`config.mk`:
```
export PLATFORM = sky130hd
export DESIGN_NAME = regfile_wb_ctrl_flat
export DESIGN_NICKNAME = d
export VERILOG_FILES = /design/src/rtl/wb_pkg.sv /design/src/rtl/regfile_wb_ctrl_if.sv /design/src/rtl/wb_fifo.sv /design/src/rtl/regfile_wb_ctrl.sv /design/src/flat_wrapper.sv
export SDC_FILE = /design/constraint.sdc
export NUM_CORES = 1
export LEC_CHECK = 0
export CORE_MARGIN = 8
export CORE_UTILIZATION = 29
export DETAILED_ROUTE_END_ITERATION = 6
export HOLD_SLACK_MARGIN = 0.06
export PLACE_DENSITY = 0.52
export SYNTH_ARGS = -nofsm -noshare
export SYNTH_HDL_FRONTEND = slang
export SYNTH_HIERARCHICAL = 1
export SYNTH_SLANG_ARGS = --single-unit
export TNS_END_PERCENT = 30
```
`constraint.sdc`:
```
create_clock -name i_clk -period 3 [get_ports i_clk]
set_clock_uncertainty 0.05 [all_clocks]
set_input_delay 0.6 -clock i_clk [delete_from_list [all_inputs] [get_ports i_clk]]
set_output_delay 0.6 -clock i_clk [all_outputs]
set_load 0.01 [all_outputs]
```
`src/rtl/wb_pkg.sv`:
```
// Shared types for the writeback controller: result record, grant encoding and widths.
package wb_pkg;

  localparam int XLEN_DEF = 32;
  localparam int REG_AW   = 5;
  localparam int NREGS    = 1 << REG_AW;

  typedef struct packed {
    logic [REG_AW-1:0]   rd;
    logic [XLEN_DEF-1:0] data;
  } wb_req_t;

  typedef enum logic {
    GNT_ALU = 1'b0,
    GNT_LSU = 1'b1
  } wb_gnt_e;

  function automatic wb_gnt_e other_gnt(input wb_gnt_e g);
    return (g == GNT_ALU) ? GNT_LSU : GNT_ALU;
  endfunction

endpackage

```
`src/rtl/regfile_wb_ctrl_if.sv`:
```
// Bundle of issue, decode, result and register-set write signals around regfile_wb_ctrl.
// Forwarding outputs exist only when WB_BYPASS_EN is defined.
interface regfile_wb_ctrl_if #(
    parameter int XLEN = wb_pkg::XLEN_DEF
);
    import wb_pkg::*;

    logic                 i_issue_valid;
    logic [REG_AW-1:0]    i_issue_rd;
    logic                 i_issue_wb;
    logic [REG_AW-1:0]    i_rs1_addr;
    logic [REG_AW-1:0]    i_rs2_addr;
    logic                 o_hazard;

    logic                 i_alu_valid;
    logic [REG_AW-1:0]    i_alu_rd;
    logic [XLEN-1:0]      i_alu_data;
    logic                 o_alu_ready;

    logic                 i_lsu_valid;
    logic [REG_AW-1:0]    i_lsu_rd;
    logic [XLEN-1:0]      i_lsu_data;
    logic                 o_lsu_ready;

    logic [REG_AW-1:0]    o_wr_addr;
    logic [XLEN-1:0]      o_wr_data;
    logic                 o_wr_wren;
    logic [NREGS-1:0]     o_busy;

`ifdef WB_BYPASS_EN
    logic [XLEN-1:0]      o_fwd_rs1;
    logic [XLEN-1:0]      o_fwd_rs2;
    logic                 o_fwd_rs1_hit;
    logic                 o_fwd_rs2_hit;
`endif

    modport slave (
        input  i_issue_valid, i_issue_rd, i_issue_wb, i_rs1_addr, i_rs2_addr,
        input  i_alu_valid, i_alu_rd, i_alu_data,
        input  i_lsu_valid, i_lsu_rd, i_lsu_data,
`ifdef WB_BYPASS_EN
        output o_fwd_rs1, o_fwd_rs2, o_fwd_rs1_hit, o_fwd_rs2_hit,
`endif
        output o_hazard, o_alu_ready, o_lsu_ready,
        output o_wr_addr, o_wr_data, o_wr_wren, o_busy
    );

    modport master (
        output i_issue_valid, i_issue_rd, i_issue_wb, i_rs1_addr, i_rs2_addr,
        output i_alu_valid, i_alu_rd, i_alu_data,
        output i_lsu_valid, i_lsu_rd, i_lsu_data,
`ifdef WB_BYPASS_EN
        input  o_fwd_rs1, o_fwd_rs2, o_fwd_rs1_hit, o_fwd_rs2_hit,
`endif
        input  o_hazard, o_alu_ready, o_lsu_ready,
        input  o_wr_addr, o_wr_data, o_wr_wren, o_busy
    );

endinterface

```
`src/rtl/wb_fifo.sv`:
```
// Synchronous FIFO of load results; DEPTH must be a power of two >= 2.
module wb_fifo
    import wb_pkg::*;
#(
    parameter  int DEPTH = 4,
    localparam int AW    = $clog2(DEPTH),
    localparam int CW    = AW + 1
) (
    input  logic          i_clk,
    input  logic          i_rst,
    input  logic          i_push,
    input  wb_req_t       i_data,
    input  logic          i_pop,
    output wb_req_t       o_data,
    output logic [CW-1:0] o_count,
    output logic          o_full,
    output logic          o_empty
);

    wb_req_t       mem_q [DEPTH];
    logic [AW-1:0] wr_ptr_q, wr_ptr_d;
    logic [AW-1:0] rd_ptr_q, rd_ptr_d;
    logic [CW-1:0] count_q, count_d;
    logic          push_ok, pop_ok;

    assign o_full  = (count_q == CW'(DEPTH));
    assign o_empty = (count_q == '0);
    assign push_ok = i_push & ~o_full;
    assign pop_ok  = i_pop & ~o_empty;
    assign o_count = count_q;
    assign o_data  = mem_q[rd_ptr_q];

    always_comb begin
        wr_ptr_d = wr_ptr_q;
        rd_ptr_d = rd_ptr_q;
        count_d  = count_q;
        if (push_ok) wr_ptr_d = wr_ptr_q + 1'b1;
        if (pop_ok)  rd_ptr_d = rd_ptr_q + 1'b1;
        case ({push_ok, pop_ok})
            2'b10:   count_d = count_q + 1'b1;
            2'b01:   count_d = count_q - 1'b1;
            default: count_d = count_q;
        endcase
    end

    // NOTE: sequential state uses <= so every register samples pre-edge values.
    always_ff @(posedge i_clk or posedge i_rst) begin
        if (i_rst) begin
            wr_ptr_q <= '0;
            rd_ptr_q <= '0;
            count_q  <= '0;
        end else begin
            wr_ptr_q <= wr_ptr_d;
            rd_ptr_q <= rd_ptr_d;
            count_q  <= count_d;
        end
    end

    // NOTE: storage is not reset; the pointers and count alone define validity.
    always_ff @(posedge i_clk) begin
        if (push_ok) mem_q[wr_ptr_q] <= i_data;
    end

endmodule

```
`src/rtl/regfile_wb_ctrl.sv`:
```
// Writeback controller: arbitrates ALU and buffered load results onto the register-set write
// port and tracks pending destinations. Define WB_BYPASS_EN to add write-port forwarding.
module regfile_wb_ctrl
    import wb_pkg::*;
#(
    parameter int XLEN          = XLEN_DEF,
    parameter int LD_FIFO_DEPTH = 4
) (
    input logic               i_clk,
    input logic               i_rst,
    regfile_wb_ctrl_if.slave  bus
);

    localparam int FCW = $clog2(LD_FIFO_DEPTH) + 1;

    wb_req_t          lsu_in, lsu_head, alu_req, win_req;
    logic [FCW-1:0]   fifo_count;
    logic             fifo_full, fifo_empty;
    logic             lsu_ready, lsu_push, lsu_pop;

    logic             gnt_valid;
    wb_gnt_e          gnt_sel;
    wb_gnt_e          rr_q, rr_d;

    logic [REG_AW-1:0] wr_addr_q, wr_addr_d;
    logic [XLEN-1:0]   wr_data_q, wr_data_d;
    logic              wr_wren_q, wr_wren_d;
    logic [NREGS-1:0]  busy_q, busy_d;

    logic              rs1_pend, rs2_pend;

    assign lsu_in.rd    = bus.i_lsu_rd;
    assign lsu_in.data  = bus.i_lsu_data;
    assign alu_req.rd   = bus.i_alu_rd;
    assign alu_req.data = bus.i_alu_data;

    assign lsu_ready = (fifo_count < FCW'(LD_FIFO_DEPTH));
    assign lsu_push  = bus.i_lsu_valid & lsu_ready;
    assign lsu_pop   = gnt_valid & (gnt_sel == GNT_LSU);

    wb_fifo #(
        .DEPTH (LD_FIFO_DEPTH)
    ) u_ld_fifo (
        .i_clk   (i_clk),
        .i_rst   (i_rst),
        .i_push  (lsu_push),
        .i_data  (lsu_in),
        .i_pop   (lsu_pop),
        .o_data  (lsu_head),
        .o_count (fifo_count),
        .o_full  (fifo_full),
        .o_empty (fifo_empty)
    );

    // A full FIFO must drain, otherwise the load unit would stall indefinitely.
    // NOTE: every always_comb output gets a default first so no latch is inferred.
    always_comb begin
        gnt_valid = 1'b0;
        gnt_sel   = rr_q;
        rr_d      = rr_q;
        if (fifo_full) begin
            gnt_valid = 1'b1;
            gnt_sel   = GNT_LSU;
        end else if (bus.i_alu_valid && !fifo_empty) begin
            gnt_valid = 1'b1;
            gnt_sel   = rr_q;
        end else if (bus.i_alu_valid) begin
            gnt_valid = 1'b1;
            gnt_sel   = GNT_ALU;
        end else if (!fifo_empty) begin
            gnt_valid = 1'b1;
            gnt_sel   = GNT_LSU;
        end
        if (gnt_valid) rr_d = other_gnt(gnt_sel);
    end

    assign win_req = (gnt_sel == GNT_LSU) ? lsu_head : alu_req;

    always_comb begin
        wr_wren_d = 1'b0;
        wr_addr_d = wr_addr_q;
        wr_data_d = wr_data_q;
        if (gnt_valid && win_req.rd != '0) begin
            wr_wren_d = 1'b1;
            wr_addr_d = win_req.rd;
            wr_data_d = win_req.data;
        end
    end

    // Set is applied after clear so a same-edge reissue of the retiring rd stays pending.
    always_comb begin
        busy_d = busy_q;
        if (wr_wren_q) busy_d[wr_addr_q] = 1'b0;
        if (bus.i_issue_valid && bus.i_issue_wb && bus.i_issue_rd != '0)
            busy_d[bus.i_issue_rd] = 1'b1;
        busy_d[0] = 1'b0;
    end

    always_ff @(posedge i_clk or posedge i_rst) begin
        if (i_rst) begin
            rr_q      <= GNT_ALU;
            wr_addr_q <= '0;
            wr_data_q <= '0;
            wr_wren_q <= 1'b0;
            busy_q    <= '0;
        end else begin
            rr_q      <= rr_d;
            wr_addr_q <= wr_addr_d;
            wr_data_q <= wr_data_d;
            wr_wren_q <= wr_wren_d;
            busy_q    <= busy_d;
        end
    end

    assign rs1_pend = busy_q[bus.i_rs1_addr];
    assign rs2_pend = busy_q[bus.i_rs2_addr];

`ifdef WB_BYPASS_EN
    logic rs1_hit, rs2_hit;

    assign rs1_hit = wr_wren_q && (wr_addr_q == bus.i_rs1_addr) && (bus.i_rs1_addr != '0);
    assign rs2_hit = wr_wren_q && (wr_addr_q == bus.i_rs2_addr) && (bus.i_rs2_addr != '0);

    assign bus.o_fwd_rs1_hit = rs1_hit;
    assign bus.o_fwd_rs2_hit = rs2_hit;
    assign bus.o_fwd_rs1     = wr_data_q;
    assign bus.o_fwd_rs2     = wr_data_q;
    assign bus.o_hazard      = (rs1_pend & ~rs1_hit) | (rs2_pend & ~rs2_hit);
`else
    assign bus.o_hazard      = rs1_pend | rs2_pend;
`endif

    assign bus.o_alu_ready = fifo_empty | (gnt_valid & (gnt_sel == GNT_ALU));
    assign bus.o_lsu_ready = lsu_ready;
    assign bus.o_wr_addr   = wr_addr_q;
    assign bus.o_wr_data   = wr_data_q;
    assign bus.o_wr_wren   = wr_wren_q;
    assign bus.o_busy      = busy_q;

endmodule

```
`src/flat_wrapper.sv`:
```
// flat-port wrapper written by rule: the top's interface ports become plain ports
module regfile_wb_ctrl_flat import wb_pkg::*;
#(
    parameter int XLEN          = XLEN_DEF,
    parameter int LD_FIFO_DEPTH = 4
)
  (i_clk, i_rst, bus_i_issue_valid, bus_i_issue_rd, bus_i_issue_wb, bus_i_rs1_addr, bus_i_rs2_addr, bus_i_alu_valid, bus_i_alu_rd, bus_i_alu_data, bus_i_lsu_valid, bus_i_lsu_rd, bus_i_lsu_data, bus_o_hazard, bus_o_alu_ready, bus_o_lsu_ready, bus_o_wr_addr, bus_o_wr_data, bus_o_wr_wren, bus_o_busy);
  regfile_wb_ctrl_if #(.XLEN(XLEN)) bus_i ();
  input logic i_clk;
  input logic i_rst;
  input wire logic [$bits(bus_i.i_issue_valid)-1:0] bus_i_issue_valid;
  input wire logic [$bits(bus_i.i_issue_rd)-1:0] bus_i_issue_rd;
  input wire logic [$bits(bus_i.i_issue_wb)-1:0] bus_i_issue_wb;
  input wire logic [$bits(bus_i.i_rs1_addr)-1:0] bus_i_rs1_addr;
  input wire logic [$bits(bus_i.i_rs2_addr)-1:0] bus_i_rs2_addr;
  input wire logic [$bits(bus_i.i_alu_valid)-1:0] bus_i_alu_valid;
  input wire logic [$bits(bus_i.i_alu_rd)-1:0] bus_i_alu_rd;
  input wire logic [$bits(bus_i.i_alu_data)-1:0] bus_i_alu_data;
  input wire logic [$bits(bus_i.i_lsu_valid)-1:0] bus_i_lsu_valid;
  input wire logic [$bits(bus_i.i_lsu_rd)-1:0] bus_i_lsu_rd;
  input wire logic [$bits(bus_i.i_lsu_data)-1:0] bus_i_lsu_data;
  output wire logic [$bits(bus_i.o_hazard)-1:0] bus_o_hazard;
  output wire logic [$bits(bus_i.o_alu_ready)-1:0] bus_o_alu_ready;
  output wire logic [$bits(bus_i.o_lsu_ready)-1:0] bus_o_lsu_ready;
  output wire logic [$bits(bus_i.o_wr_addr)-1:0] bus_o_wr_addr;
  output wire logic [$bits(bus_i.o_wr_data)-1:0] bus_o_wr_data;
  output wire logic [$bits(bus_i.o_wr_wren)-1:0] bus_o_wr_wren;
  output wire logic [$bits(bus_i.o_busy)-1:0] bus_o_busy;
  assign bus_i.i_issue_valid = bus_i_issue_valid;
  assign bus_i.i_issue_rd = bus_i_issue_rd;
  assign bus_i.i_issue_wb = bus_i_issue_wb;
  assign bus_i.i_rs1_addr = bus_i_rs1_addr;
  assign bus_i.i_rs2_addr = bus_i_rs2_addr;
  assign bus_i.i_alu_valid = bus_i_alu_valid;
  assign bus_i.i_alu_rd = bus_i_alu_rd;
  assign bus_i.i_alu_data = bus_i_alu_data;
  assign bus_i.i_lsu_valid = bus_i_lsu_valid;
  assign bus_i.i_lsu_rd = bus_i_lsu_rd;
  assign bus_i.i_lsu_data = bus_i_lsu_data;
  assign bus_o_hazard = bus_i.o_hazard;
  assign bus_o_alu_ready = bus_i.o_alu_ready;
  assign bus_o_lsu_ready = bus_i.o_lsu_ready;
  assign bus_o_wr_addr = bus_i.o_wr_addr;
  assign bus_o_wr_data = bus_i.o_wr_data;
  assign bus_o_wr_wren = bus_i.o_wr_wren;
  assign bus_o_busy = bus_i.o_busy;
  regfile_wb_ctrl #(.XLEN(XLEN), .LD_FIFO_DEPTH(LD_FIFO_DEPTH)) u_core (.i_clk(i_clk), .i_rst(i_rst), .bus(bus_i));
endmodule
```
==> reports/qor.yml <==
clocking:
  cts_max_path_buffers: 3
  insertion_delay_ns: 0.50
  htreeDepth: 1
  cts_sinks: 225
  post_cts_buffers: 0
  cts_tree: "built"
  numCtsBuffers: 25
  path_clk_slew_ns: 0.06
  cts-root-buf: "clkbuf_16"
  hold_buffers: 0
setup_path:
  cp_data_required_time_ns: 2.35
  startpoint_type: "input port"
  cpLargestDelayFamily: "compound AO/OA/AOI/OAI gates"
  crit_slowest_cell: "mux4_1"
  cp-end-kind: "primary output"
  worstSetupPathType: "in -> out"
  crit_buf_inv: 3
  cp_cell_sequence: "dlygate4sd2_1 -> buf_6 -> mux4_1 -> o22ai_2 -> o31ai_2 -> a221o_1 -> buf_2"
  cp_max_fo: 5
  slowest_delay_ns: 0.56
  cp.arrival_ns: 2.27
logic_synthesis:
  synth_cells: 662
  synth_top_cell_by_area: "edfxtp_1"
  postSynthAreaPerCell_um2: 14.9
  yosysUniqueCellTypes: 55
  synth_top_area_share_pct: 45.0
  ys_ff_latch: 225
  ys_seq_area_share_pct: 64.5
  async_flop_share_pct: 34.2
  yosys-top-cells-area: "edfxtp_1 (45%), dfrtp_1 (19%), mux4_2 (11%)"
  synth_area_um2: 9880
  synth_nets: 763
  synth_flop_cell: "edfxtp_1"
  yosysWarnings: 6
  synth_edf_count: 148
grt:
  grt.total_usage_pct: 14.6
  grt_pass1_vias: 7257
  antenna_found_initial: 6
  grt_first_pass_wirelength_um: 46200
  overflow: 0
  grt_max_degree: 39
timing:
  setup_slack_ns: 0.0751
  maxSlewHeadroom_pct: 43.4
  min_period_ns: 2.92
  finalHoldViolCount: 0
  fin_tns_setup_ns: 0
  rsz0062_at_grt: "no"
  fin_crit_sh_pct: 97.5
  setup-violations-final: 0
  fmax_mhz: 342
  max_slew.worst_pin.slew_ns: 0.848
  maxSlewViolCount: 0
cells_and_area:
  fin_util_pct: 39.5
  antenna_cells: 0
  fin_nets: 952
  drive_above_1_share_pct: 18.5
  fin_cells: 1317
  area_growth_syn_to_layout_pct: 33.9
  final_cell_area_um2: 13200
routing:
  vias: 6914
  firstDrtPassIters: 5
  routedWlPerCell_um: 23.0
  drt_wl_total_um: 30300
  antenna_left: 0
  drt_iter0_markers: 559
  drc: 0
  viasPerCell: 5.25
pwr:
  clock_power_share_pct: 23.5
  seq_power_share_pct: 36.6
  power_per_cell_area_nw_per_um2: 1020
  p_int_uw: 8810
  p_comb_share_pct: 39.9
  p_sw_uw: 4730
  max-vdd-ir-drop_v: 0.000390
  p_sw_share_pct: 34.9
  total_leakage_power_uw: 0.00457
run:
  maxCapViolCount: 0
floorplanning:
  die_x_um: 201
  die_y_um: 201
  die_area_um2: 40200
  initial_core_util_pct: 29.5
  num_io_pins: 168
  std_cell_rows: 67
  fp.coreArea_um2: 33500
place:
  dpl-instance-area_um2: 12300
  dp_slack_ns: -0.526
  dp_cells: 1272
  port_buffers: 166
  gp_congestion: 0.840
  dpl.hpwl_um: 20600
hold_path:
  hold_class: "in -> async"
outcome:
  outcome: "finished, final reports clean"
-- cells in the final DEF, fill, tap and decap left out, drive strengths merged, types with 2 or more instances in the layout --
cell type      Yosys  layout
clkdlybuf4s50      0     158
edfxtp           148     148
o21ai             99      99
dfrtp             77      77
mux4              52      52
buf               22      50
nand3             42      42
a31oi             37      37
a221oi            36      36
clkbuf            31      26
inv               17      19
nand2             12      12
nand3b            10      10
clkinv             0       9
nor2               8       8
mux2i              7       7
dlygate4sd2        0       6
nand2b             6       6
bufinv             0       5
ha                 5       5
and2               5       5
clkinvlp           0       3
xor2               3       3
xnor2              3       3
nor3               3       3
nor2b              3       3
o31ai              3       3
o22ai              3       3
mux2               3       3
maj3               2       2
or3                2       2
nand4              2       2
nor3b              2       2
-- sequential cells by signal, indices dropped and copies added (netlist names) --
name	cells
u_core/rr_q	1
u_core/u_ld_fifo/o_count	3
u_core/bus.o_wr_data	32
u_core/bus.o_busy	31
u_core/u_ld_fifo/wr_ptr_q	2
u_core/bus.o_wr_addr	5
u_core/bus.o_wr_wren	1
u_core/u_ld_fifo/mem_q	148
u_core/u_ld_fifo/rd_ptr_q	2
-- synth_stat cells (2+ instances only) --
cell type / instances
mux4_1: 3
nand3_1: 42
o31ai_1: 3
a31oi_1: 37
nand2b_1: 6
clkbuf_1: 31
nor2_1: 8
nor2b_1: 2
mux2_1: 2
o21ai_0: 58
nand2_1: 12
xnor2_1: 3
nor3b_2: 2
inv_1: 12
nand3b_1: 10
mux4_2: 49
dfrtp_1: 77
o22ai_1: 3
a221oi_1: 36
and2_1: 5
o21ai_1: 41
inv_2: 5
buf_4: 4
or3_1: 2
ha_1: 5
nand4_1: 2
mux2i_1: 7
xor2_1: 3
buf_2: 13
maj3_1: 2
edfxtp_1: 148
nor3_1: 3
buf_6: 4
-- final cells by class --
type	instances	area, um2
clock buffers	26	629
clock inverters	19	229
fillers	3194	20300
inverters	17	63.8
multi-input cells	367	3250
flip-flops and latches	225	6370
well taps	448	561
repair buffers	215	2130
-- layer usage --
metal / GRT usage, % / wire length [um] / up-vias
li1: - / - / 3039
met1: 20.2 / 13500 / 3480
met2: 22.7 / 13800 / 335
met3: 3.94 / 2470 / 50
met4: 3.00 / 443 / 10
met5: 0 / 63 / -
-- power groups by stage --
| stage | clock, uW | sequential [uW] | combinational, uW |
|---|---|---|---|
| 2_1_floorplan | 0 | 4870 | 2880 |
| 3_3_place_gp | 0 | 4990 | 5430 |
| 3_5_place_dp | 0 | 4980 | 5470 |
| 4_1_cts | 3260 | 4940 | 5480 |
| 5_1_grt | 3380 | 5040 | 5880 |
| 6_report | 3190 | 4950 | 5400 |
-- path summary, 6_finish.rpt --
path | from | endpoint | slack [ns] | cells past startpoint
setup reg to reg | u_core/u_ld_fifo/o_count[0] | u_core/u_ld_fifo/o_count[2] | 0.50 | 11
hold / removal | i_rst | u_core/u_ld_fifo/o_count[1] | 0.41 | 2
setup / recovery | bus_i_rs1_addr[0] | bus_o_hazard | 0.08 | 7
min in group i_clk | u_core/bus.o_wr_data[19] | u_core/bus.o_wr_data[19] | 0.51 | 2
hold reg to reg | u_core/bus.o_wr_data[19] | u_core/bus.o_wr_data[19] | 0.51 | 2
max in group asynchronous | i_rst | u_core/bus.o_busy[20] | 1.64 | 3
-- cell families (layout without fill, tap and decap cells) --
| logic type | Yosys count | in the layout | share of synthesized area (%) |
|---|---|---|---|
| flip-flops | 225 | 225 | 64.5 |
| AO/OA/AOI/OAI | 188 | 188 | 11.8 |
| AND/OR/NAND/NOR | 102 | 102 | 5.84 |
| buffers and inverters | 70 | 277 | 3.28 |
| multiplexers | 62 | 62 | 13.0 |
| adder cells (fa/ha/maj) | 8 | 8 | 1.04 |
| XOR/XNOR | 6 | 6 | 0.532 |
| other | 1 | 1 | 0.0379 |
-- repair_timing --
item	4_1_cts	5_1_grt
endpoints found under the setup margin	2	1
resized for setup	18	3
pin swaps	4	0
-- metrics by stage --
step | hold WS, ns | total power [uW]
final | 0.415 | 13500
after global placement | 0.496 | 10400
after detailed placement | 0.502 | 10500
after floorplan | 0.353 | 7750
after global routing | 0.426 | 14300
after CTS | 0.413 | 13700
Power figures use the tool's default switching activity.
